<file path="src/rtl/dmem_port_arbiter.sv">
// Shares the single data-memory port between fetch (read-only) and the memory stage.
// Round-robin arbitration, fixed-latency RAM sequencing, and an address range check.
module dmem_port_arbiter #(
  parameter int DATA_WID    = 8,
  parameter int ADDR_WID    = 8,
  parameter int MEM_SIZE    = 128,
  parameter int WAIT_CYCLES = 2
) (
  input  logic                clk,
  input  logic                rst_n,
  input  logic                if_req,
  input  logic [ADDR_WID-1:0] if_addr,
  output logic                if_ready,
  output logic [DATA_WID-1:0] if_rdata,
  output logic                if_error,
  input  logic                mem_req,
  input  logic                mem_we,
  input  logic [ADDR_WID-1:0] mem_addr,
  input  logic [DATA_WID-1:0] mem_wdata,
  output logic                mem_ready,
  output logic [DATA_WID-1:0] mem_rdata,
  output logic                mem_error,
  output logic                ram_en,
  output logic                ram_we,
  output logic [ADDR_WID-1:0] ram_addr,
  output logic [DATA_WID-1:0] ram_wdata,
  input  logic [DATA_WID-1:0] ram_rdata,
  output logic                busy
);

  typedef enum logic [1:0] {S_IDLE, S_ACCESS, S_DONE} state_t;
  typedef enum logic {GNT_IF, GNT_MEM} grant_t;

  localparam logic [ADDR_WID:0] LP_MEM_SIZE = (ADDR_WID + 1)'(MEM_SIZE);
  localparam logic [3:0]        LP_CNT_INIT = 4'(WAIT_CYCLES - 1);

  state_t              r_state;
  grant_t              r_last_grant;
  grant_t              r_grant;
  logic [3:0]          r_cnt;

  grant_t              w_grant;
  logic                w_any;
  logic [ADDR_WID-1:0] w_addr;
  logic                w_we;
  logic                w_bad;

  always_comb begin
    w_any   = if_req | mem_req;
    // On a tie the requester that was not served last wins.
    w_grant = (mem_req && (!if_req || r_last_grant == GNT_IF)) ? GNT_MEM : GNT_IF;
    w_addr  = (w_grant == GNT_MEM) ? mem_addr : if_addr;
    w_we    = (w_grant == GNT_MEM) && mem_we;
    w_bad   = {1'b0, w_addr} >= LP_MEM_SIZE;
  end

  assign busy = (r_state != S_IDLE);

  // NOTE: every register here is updated with <= so all reads in this block see pre-edge values.
  always_ff @(posedge clk or negedge rst_n) begin
    if (!rst_n) begin
      r_state      <= S_IDLE;
      r_last_grant <= GNT_MEM;
      r_grant      <= GNT_IF;
      r_cnt        <= '0;
      ram_en       <= 1'b0;
      ram_we       <= 1'b0;
      ram_addr     <= '0;
      ram_wdata    <= '0;
      if_ready     <= 1'b0;
      if_rdata     <= '0;
      if_error     <= 1'b0;
      mem_ready    <= 1'b0;
      mem_rdata    <= '0;
      mem_error    <= 1'b0;
    end else begin
      case (r_state)
        S_IDLE: begin
          if (w_any) begin
            r_grant      <= w_grant;
            r_last_grant <= w_grant;
            ram_addr     <= w_addr;
            ram_wdata    <= mem_wdata;
            if (w_bad) begin
              // Out-of-range: complete immediately, the RAM is never enabled.
              r_state <= S_DONE;
              if (w_grant == GNT_MEM) begin
                mem_ready <= 1'b1;
                mem_error <= 1'b1;
                mem_rdata <= '0;
              end else begin
                if_ready <= 1'b1;
                if_error <= 1'b1;
                if_rdata <= '0;
              end
            end else begin
              r_state <= S_ACCESS;
              r_cnt   <= LP_CNT_INIT;
              ram_en  <= 1'b1;
              ram_we  <= w_we;
            end
          end
        end

        S_ACCESS: begin
          if (r_cnt == 4'd0) begin
            r_state <= S_DONE;
            ram_en  <= 1'b0;
            ram_we  <= 1'b0;
            if (r_grant == GNT_MEM) begin
              mem_ready <= 1'b1;
              mem_error <= 1'b0;
              if (!ram_we) mem_rdata <= ram_rdata;
            end else begin
              if_ready <= 1'b1;
              if_error <= 1'b0;
              if_rdata <= ram_rdata;
            end
          end else begin
            r_cnt <= r_cnt - 4'd1;
          end
        end

        S_DONE: begin
          if_ready  <= 1'b0;
          mem_ready <= 1'b0;
          r_state   <= S_IDLE;
        end

        default: r_state <= S_IDLE;
      endcase
    end
  end

endmodule

</file>
<file path="config.mk">
export PLATFORM = sky130hd
export DESIGN_NAME = dmem_port_arbiter
export DESIGN_NICKNAME = d
export VERILOG_FILES = /design/src/rtl/dmem_port_arbiter.sv
export SDC_FILE = /design/constraint.sdc
export NUM_CORES = 1
export LEC_CHECK = 0
export BUFFER_PORTS_ARGS = -buffer_cell sky130_fd_sc_hd__buf_4
export CORE_ASPECT_RATIO = 1.25
export CORE_UTILIZATION = 49
export DETAILED_ROUTE_END_ITERATION = 8
export HOLD_SLACK_MARGIN = 0.15
export MAX_ROUTING_LAYER = met4
export PLACE_DENSITY = 0.78
export SYNTH_ARGS = -nofsm -noshare
export SYNTH_HDL_FRONTEND = slang
export SYNTH_SLANG_ARGS = --single-unit
</file>
<file path="constraint.sdc">
create_clock -name clk -period 2.3 [get_ports clk]
set_input_delay 0.46 -clock clk [delete_from_list [all_inputs] [get_ports clk]]
set_output_delay 0.46 -clock clk [all_outputs]
set_load 0.01 [all_outputs]
</file>
# Yosys cells after proc, flatten, opt, wreduce, memory -nomap -nowiden
# Index checks and enable logic that the tools add are counted.
classes:
  n_addsub: 1
  order_cmp: 1
  eq_ne: 12
  n_mux: 48
  n_bitwise: 2
  n_reduce_logical: 18
ops:
  columns: ["cell", "count"]
  rows:
  - ["$mux 8", 12]
  - ["$pmux 8 s2", 2]
  - ["$reduce_and 6->1", 4]
  - ["$mux 1", 20]
  - ["$ne 2x2->1 const B", 10]
  - ["$mux 4", 3]
  - ["$ge 8x8->1 const B", 1]
  - ["$pmux 1 s2", 4]
  - ["$pmux 4 s2", 1]
  - ["$reduce_and 4->1", 2]
  - ["$reduce_and 7->1", 1]
  - ["$mux 2", 3]
  - ["$pmux 1 s3", 2]
  - ["$logic_not 4->1", 1]
  - ["$pmux 2 s2", 1]
  - ["$reduce_and 2->1", 2]
  - ["$reduce_bool 2->1", 2]
  - ["$sub 4x1->4 const B", 1]
  - ["$reduce_bool 3->1", 1]
  - ["$eq 2x1->1 const B", 1]
  - ["$eq 2x2->1 const B", 1]
  - ["$logic_and 1x1->1", 2]
  - ["$logic_not 2->1", 1]
  - ["$logic_not 1->1", 1]
  - ["other kinds (3)", 3]
totals:
  register_bits: 46
  in_bits: 37
  output_inout_bits: 39
  word_cells: 96

# Depth between registers and ports, before layout
# Gate-level depths: netlist of the first run.
depth:
  ltp_word: 9
  ltp_mapped: 7
  depth_no_buf: 6

# Worst setup path after synthesis of the first run
# Ideal clock, no wire load.
synth_path:
  path_type: "register to register"
  start: "reg r_cnt[0]"
  end: "reg mem_rdata[0]"
  setup_ns: 0.079
  arrival_ns: 2.027
  t_required_ns: 2.221
  path_slack_ns: 0.193
  stages_incl_launch_ff: 8
  path_buffers: 1
  synth_period_minus_slack_ns: 2.107
  cell_sequence: "dfrtp_1 -> inv_1 -> ha_1 -> or3b_1 -> buf_6 -> or2_4 -> a221oi_4 -> mux2i_1"
synth_via:
  elab_chain_len: 3
synth_lines:
  columns: ["element", "line_no", "text"]
  rows:
  - ["start, declared", "40", "logic [3:0] r_cnt;"]
  - ["start signal, assigned", "120", "r_cnt <= r_cnt - 4'd1;"]
  - ["$logic_not 4->1", "106", "if (r_cnt == 4'd0) begin"]
  - ["$ne 2x2->1 (no source line)", null, null]
  - ["$reduce_and 7->1 (no source line)", null, null]
  - ["end signal, assigned", "113", "if (!ram_we) mem_rdata <= ram_rdata;"]
  - ["end, declared", "21", "output logic [DATA_WID-1:0] mem_rdata,"]
# Every way passes these cells.
# A chain may end at the register's enable or synchronous reset.

# Final worst setup path of the first run
layout_path:
  start: "reg r_cnt[0]"
  end: "reg if_rdata[4]"
layout_via:
  elab_chain_len: 3
layout_lines:
  columns: ["element", "line_no", "text"]
  rows:
  - ["$logic_not 4->1", "106", null]
  - ["$ne 2x2->1 (no source line)", null, null]
  - ["$reduce_and 6->1 (no source line)", null, null]
  - ["end signal, assigned", "117", "if_rdata <= ram_rdata;"]
  - ["end, declared", "14", "output logic [DATA_WID-1:0] if_rdata,"]
# Every way passes these cells.

==> impl_metrics.ini, run 1 <==
[synth]
ys_async_sr_fraction = 1.00
synth.ff_latch_count = 46
synth_top_cells_by_area = sky130_fd_sc_hd__dfrtp_1 (53%), sky130_fd_sc_hd__nand2_1 (8.1%), sky130_fd_sc_hd__mux2i_1 (8.0%), sky130_fd_sc_hd__a22o_1 (3.3%), sky130_fd_sc_hd__inv_1 (2.8%)
synth-seq-area-share = 0.540
synth_largest_type_area_fraction = 0.527
netlist_top_cells_count = sky130_fd_sc_hd__nand2_1 (46), sky130_fd_sc_hd__dfrtp_1 (45), sky130_fd_sc_hd__mux2i_1 (17), sky130_fd_sc_hd__inv_1 (16), sky130_fd_sc_hd__o21ai_0 (9)
yosysMostFrequentCell = sky130_fd_sc_hd__nand2_1
yosys.area.top_type = sky130_fd_sc_hd__dfrtp_1
ys_dominant_reg_cell = sky130_fd_sc_hd__dfrtp_1
ys_warn_count = 0
synth.lib_cells_used.distinct = 40
syn_nets = 243
synth-edff-count = 0
postSynthCellCount = 204
synthesis.area_um2 = 2140
syn_avg_cell_area_um2 = 10.5

[detailed_routing]
via_per_instance_ratio = 5.11
antenna_violating_nets_post_route = 0
dr.first_iter.drc_count = 57
firstDrtPassIters = 4
drcViolationCount = 0
detail_route.wl_per_cell_um = 13.1
detail_route.wirelength_um = 4520
dr_total_vias = 1758

[global_routing]
grt_antenna_before_repair = 0
first_global_vias = 1595
grt_start_max_net_pins = 47
overflow = 0
track_usage = 0.219
grt_pass1_wl_um = 7200

[setup_path]
worst_path_most_repeated_cell = sky130_fd_sc_hd__buf_4
setup.worst_path.start_class = flop
critPathRequiredTime_ns = 2.53
critical-path-slowest-cell = sky130_fd_sc_hd__dfrtp_1
worst_path_largest_cell_delay_ns = 0.41
critical_path.cell_chain = inv_1, ha_1, or3b_1, buf_4, o21a_1, nor4b_4, buf_4, a22o_1
worstPathBufferInverterCount = 3
critical-path-top-delay-family = simple AND/OR/NAND/NOR gates
crit_arrival_ns = 2.27
capturing_element_type_of_the_critical_path = flop
reg2regPathDepth = 8
timing.rr.start = r_cnt[0]$_DFFE_PN0P_
cp_max_fo = 9
timing.reg2reg.setup_slack_ns = 0.26
timing_worst_setup_path_type = reg2reg
worstReg2RegEnd = if_rdata[4]$_DFFE_PN0P_

[sta]
setup_viol = 0
final.period_utilization = 0.885
setup_tns_ns = 0
finalClockSkew_ns = 0.00599
max_freq_ghz = 0.491
slew_headroom = 0.626
timing_worst_slew_pin_value_ns = 0.561
rsz0062_at_grt = no
finalHoldViolCount = 0
post-route-min-period_ns = 2.04
max_slew_violation_total_from_the_final_report = 0

[floorplan]
standard_cell_rows = 26
io_pins = 76
die_x_um = 61.1
fp.dieArea_um2 = 4630
start_util = 0.517
chipHeight_um = 75.8
core-area_um2 = 4130

[place]
dpl.hpwl_um = 3270
placed_cell_area_um2 = 2770
count_of_input_and_output_buffers = 75
routabilityCongestion = 0.860
placedCellCount = 335

[worst_hold_path]
worstHoldPathType = in2async

[finish]
area_growth_syn_to_layout_pct = 34.3
fin_area_um2 = 2870
stdcell_count = 344
num_antenna_cells = 0
layout-drive-gt1-share = 0.347
fillCellCount = 352
final_nets = 326

[pwr]
leakage_power_summed_over_all_cells_nw = 1.46
finalPower_mw = 3.79
ir_worst_vdd_mv = 0.688
power.density_cell_area_nw_per_um2 = 1320

[cts]
clock_tree.root_cell = sky130_fd_sc_hd__clkbuf_8
clk_latency_ns = 0.29
cts-buffers-inserted = 5
number_of_hold_repair_buffers_added_at_the_cts_stage = 0
clock_tree_sinks = 46
ctsLongestPathBuffers = 2
htree_num_levels = 2
cts_tree = done
cts.clk_slew.worst_paths_ns = 0.08
post_cts.resized_instances = 0

[job]
timing.max_cap.violations = 0

[outcome]
status = completed
-- sequential cells by signal, indices dropped and copies added, names as in the netlist, 2 cells and up --
register   flops
if_rdata       8
r_cnt          4
ram_wdata      8
mem_rdata      8
r_state        2
ram_addr       8
-- worst register-to-register path: cells and delay by family, from the launching register on --
kind,cells,cell delay [ns]
AND/OR/NAND/NOR,2,0.58
buffers and inverters,3,0.47
flip-flops,1,0.41
AO/OA/AOI/OAI,2,0.38
adder cells (fa/ha/maj),1,0.14
-- metrics by stage --
stage | hold WS (ns) | worst slack [ns] | utilization
6_report | 0.152 | 0.265 | 0.694
5_1_grt | 0.195 | 0.157 | 0.694
4_1_cts | 0.175 | 0.145 | 0.693
3_5_place_dp | 0.464 | 0.188 | 0.671
3_3_place_gp | 0.460 | 0.254 | 0.671
2_1_floorplan | 0.164 | 0.193 | -
-- power breakdown --
group | total (mW) | leakage (nW) | switching [mW] | internal (mW)
clock | 0.501 | 0.0482 | 0.258 | 0.243
sequential | 1.38 | 0.578 | 0.211 | 1.17
combinational | 1.91 | 0.834 | 0.979 | 0.928
-- cell families after synthesis --
family / share of synthesized area
and+or+nand+nor: 0.158
AOI/OAI and AO/OA: 0.139
adders and majority gates: 0.0117
DFF: 0.540
buffers and inverters: 0.0592
xor gates and xnor gates: 0.00820
muxes: 0.0849
-- worst max-delay path by stage --
stage                                     to  depth (start not counted)            startpoint  slack (ns)
finish               if_rdata[4]$_DFFE_PN0P_                          8  r_cnt[0]$_DFFE_PN0P_        0.26
global placement     if_rdata[2]$_DFFE_PN0P_                          5               mem_req        0.25
global route        mem_rdata[1]$_DFFE_PN0P_                          7  r_cnt[0]$_DFFE_PN0P_        0.16
floorplan           mem_rdata[0]$_DFFE_PN0P_                          7  r_cnt[0]$_DFFE_PN0P_        0.19
CTS                  if_rdata[4]$_DFFE_PN0P_                          7  r_cnt[0]$_DFFE_PN0P_        0.15
detailed placement   if_rdata[1]$_DFFE_PN0P_                          5               mem_req        0.19
-- placed cells by master, fill, tap and decap left out, types with 6 or more instances in the layout --
cell type / synthesis / final
sky130_fd_sc_hd__mux2i_1: 17 / 17
sky130_fd_sc_hd__clkbuf_8: 0 / 6
sky130_fd_sc_hd__a22o_1: 8 / 8
sky130_fd_sc_hd__buf_4: 0 / 85
sky130_fd_sc_hd__nor2_1: 8 / 8
sky130_fd_sc_hd__inv_1: 16 / 16
sky130_fd_sc_hd__o21ai_0: 9 / 9
sky130_fd_sc_hd__nand2_1: 46 / 46
sky130_fd_sc_hd__dfrtp_1: 45 / 45
-- layout make-up --
type | instances | area, um^2 | area share
Sequential cell | 46 | 1150 | 0.402
Multi-Input combinational cell | 133 | 857 | 0.299
Timing Repair Buffer | 85 | 638 | 0.222
Clock buffer | 7 | 86.3 | 0.0301
Tap cell | 56 | 70.1 | 0.0244
Inverter | 16 | 60.1 | 0.0209
Clock inverter | 1 | 5.00 | 0.00174
-- metal layers --
| metal | vias up | GRT usage | part of all wire |
|---|---|---|---|
| met3 | 6 | 0.0340 | 0.041 |
| met5 | - | - | 0 |
| met4 | 0 | 0.0859 | 0.011 |
| met1 | 843 | 0.282 | 0.43 |
| li1 | 855 | - | - |
| met2 | 54 | 0.345 | 0.52 |
-- what timing repair did --
action,CTS,global route
endpoints found under the hold margin,0,0
buffers inserted,0,1
setup endpoints to repair,0,8
(Power assumes the default switching activity.)
==> run 2, diff against run 1 <==
--- a/config.mk
+++ b/config.mk
@@ -7,11 +7,12 @@
 export LEC_CHECK = 0
 export BUFFER_PORTS_ARGS = -buffer_cell sky130_fd_sc_hd__buf_4
 export CORE_ASPECT_RATIO = 1.25
-export CORE_UTILIZATION = 49
+export CORE_UTILIZATION = 50
+export CTS_BUF_LIST = sky130_fd_sc_hd__clkbuf_8
 export DETAILED_ROUTE_END_ITERATION = 8
 export HOLD_SLACK_MARGIN = 0.15
 export MAX_ROUTING_LAYER = met4
-export PLACE_DENSITY = 0.78
+export PLACE_DENSITY = 0.79
 export SYNTH_ARGS = -nofsm -noshare
 export SYNTH_HDL_FRONTEND = slang
 export SYNTH_SLANG_ARGS = --single-unit
==> impl_metrics.ini, run 2 (synthesis results as in run 1) <==
[outcome]
status = completed

[detailed_routing]
dr.first_iter.drc_count = 65
dr_total_vias = 1753
firstDrtPassIters = 5
via_per_instance_ratio = 5.13
detail_route.wirelength_um = 4780
drcViolationCount = 0
antenna_violating_nets_post_route = 0
detail_route.wl_per_cell_um = 14.0

[floorplan]
chipHeight_um = 75.1
die_x_um = 60.5
standard_cell_rows = 26
core-area_um2 = 4100
io_pins = 76
fp.dieArea_um2 = 4540
start_util = 0.521

[global_routing]
overflow = 0
first_global_vias = 1571
track_usage = 0.221
grt_pass1_wl_um = 7280
grt_antenna_before_repair = 0
grt_start_max_net_pins = 47

[cts]
clk_latency_ns = 0.30
htree_num_levels = 2
cts-buffers-inserted = 5
cts_tree = done
number_of_hold_repair_buffers_added_at_the_cts_stage = 0
cts.clk_slew.worst_paths_ns = 0.09
clock_tree_sinks = 46
postCtsSetupBuffers = 0
ctsLongestPathBuffers = 2
post_cts.resized_instances = 0
clock_tree.root_cell = sky130_fd_sc_hd__clkbuf_8

[place]
count_of_input_and_output_buffers = 75
placedCellCount = 334
dpl.hpwl_um = 3450
placed_cell_area_um2 = 2760
routabilityCongestion = 0.866

[finish]
layout-drive-gt1-share = 0.346
fillCellCount = 329
mostFrequentLayoutCells = sky130_fd_sc_hd__buf_4 (83), sky130_fd_sc_hd__nand2_1 (46), sky130_fd_sc_hd__dfrtp_1 (45)
fin_area_um2 = 2880
layout_commonest_cell = sky130_fd_sc_hd__buf_4
num_antenna_cells = 0
stdcell_count = 342
area_growth_syn_to_layout_pct = 34.8
final_nets = 324

[sta]
post-route-min-period_ns = 2.12
slew_headroom = 0.621
finalHoldViolCount = 0
setup_tns_ns = 0
max_freq_ghz = 0.472
final.period_utilization = 0.922
finalClockSkew_ns = 0.00621
rsz0062_at_grt = no
setup_viol = 0
timing_worst_slew_pin_value_ns = 0.568
max_slew_violation_total_from_the_final_report = 0

[setup_path]
critPathRequiredTime_ns = 2.50
setup.worst_path.start_class = flop
timing_worst_setup_path_type = reg2reg
crit_arrival_ns = 2.32
cp_max_fo = 9
reg2regPathDepth = 7
capturing_element_type_of_the_critical_path = flop

[pwr]
leakage_power_summed_over_all_cells_nw = 1.46
ir_worst_vdd_mv = 0.665
power.density_cell_area_nw_per_um2 = 1350

[job]
timing.max_cap.violations = 0

[worst_hold_path]
worstHoldPathType = in2async
==> run 2: final cells by class <==
class                           count  area (um^2)  share of cell area
Timing Repair Buffer               83          623               0.216
Tap cell                           56         70.1              0.0243
Multi-Input combinational cell    133          857               0.298
Sequential cell                    46         1150               0.400
Inverter                           16         60.1              0.0209
Clock inverter                      3         47.5              0.0165
Clock buffer                        5         68.8              0.0239
==> run 2: path summary, 6_finish.rpt <==
path	startpoint	slack [ns]	endpoint
setup / recovery	r_cnt[0]$_DFFE_PN0P_	0.18	if_rdata[3]$_DFFE_PN0P_
min in group clk	mem_wdata[7]	0.34	ram_wdata[7]$_DFFE_PN0P_
hold reg to reg	ram_wdata[5]$_DFFE_PN0P_	0.49	ram_wdata[5]$_DFFE_PN0P_
setup reg to reg	r_cnt[0]$_DFFE_PN0P_	0.18	if_rdata[3]$_DFFE_PN0P_
max in group asynchronous	rst_n	1.76	r_last_grant$_DFFE_PN1P_
hold / removal	rst_n	0.14	ram_addr[7]$_DFFE_PN0P_
==> run 2: stage by stage <==
| stage | util | total power, mW | hold WS (ns) | setup WS, ns |
|---|---|---|---|---|
| 3_5_place_dp | 0.674 | 3.30 | 0.464 | 0.202 |
| 6_report | 0.702 | 3.90 | 0.143 | 0.180 |
| 3_3_place_gp | 0.674 | 3.25 | 0.460 | 0.224 |
| 4_1_cts | 0.702 | 3.93 | 0.162 | 0.178 |
| 5_1_grt | 0.702 | 4.17 | 0.189 | 0.0387 |
| 2_1_floorplan | - | 2.50 | 0.164 | 0.193 |
==> run 2: per-layer routing <==
| layer | part of all wire | global-route usage | routed length [um] | vias to the layer above |
|---|---|---|---|---|
| met5 | 0 | - | 0 | - |
| met4 | 0.014 | 0.0884 | 69 | 0 |
| met3 | 0.036 | 0.0326 | 174 | 6 |
| met2 | 0.53 | 0.342 | 2520 | 45 |
| met1 | 0.42 | 0.292 | 2020 | 853 |
| li1 | - | - | - | 849 |
==> run 2: where the power goes <==
group / internal [mW] / total, mW / switching (mW)
clock network: 0.332 / 0.630 / 0.298
logic: 0.902 / 1.85 / 0.945
registers: 1.17 / 1.42 / 0.251
total: 2.40 / 3.90 / 1.49
==> run 2: critical path, stage by stage, from the launching register on <==
cell                       delay [ns]
sky130_fd_sc_hd__dfrtp_1         0.42
sky130_fd_sc_hd__inv_1           0.10
sky130_fd_sc_hd__ha_1            0.14
sky130_fd_sc_hd__or3b_1          0.36
sky130_fd_sc_hd__buf_4           0.17
sky130_fd_sc_hd__o21ai_0         0.13
sky130_fd_sc_hd__nand4b_1        0.37
sky130_fd_sc_hd__a22o_1          0.31
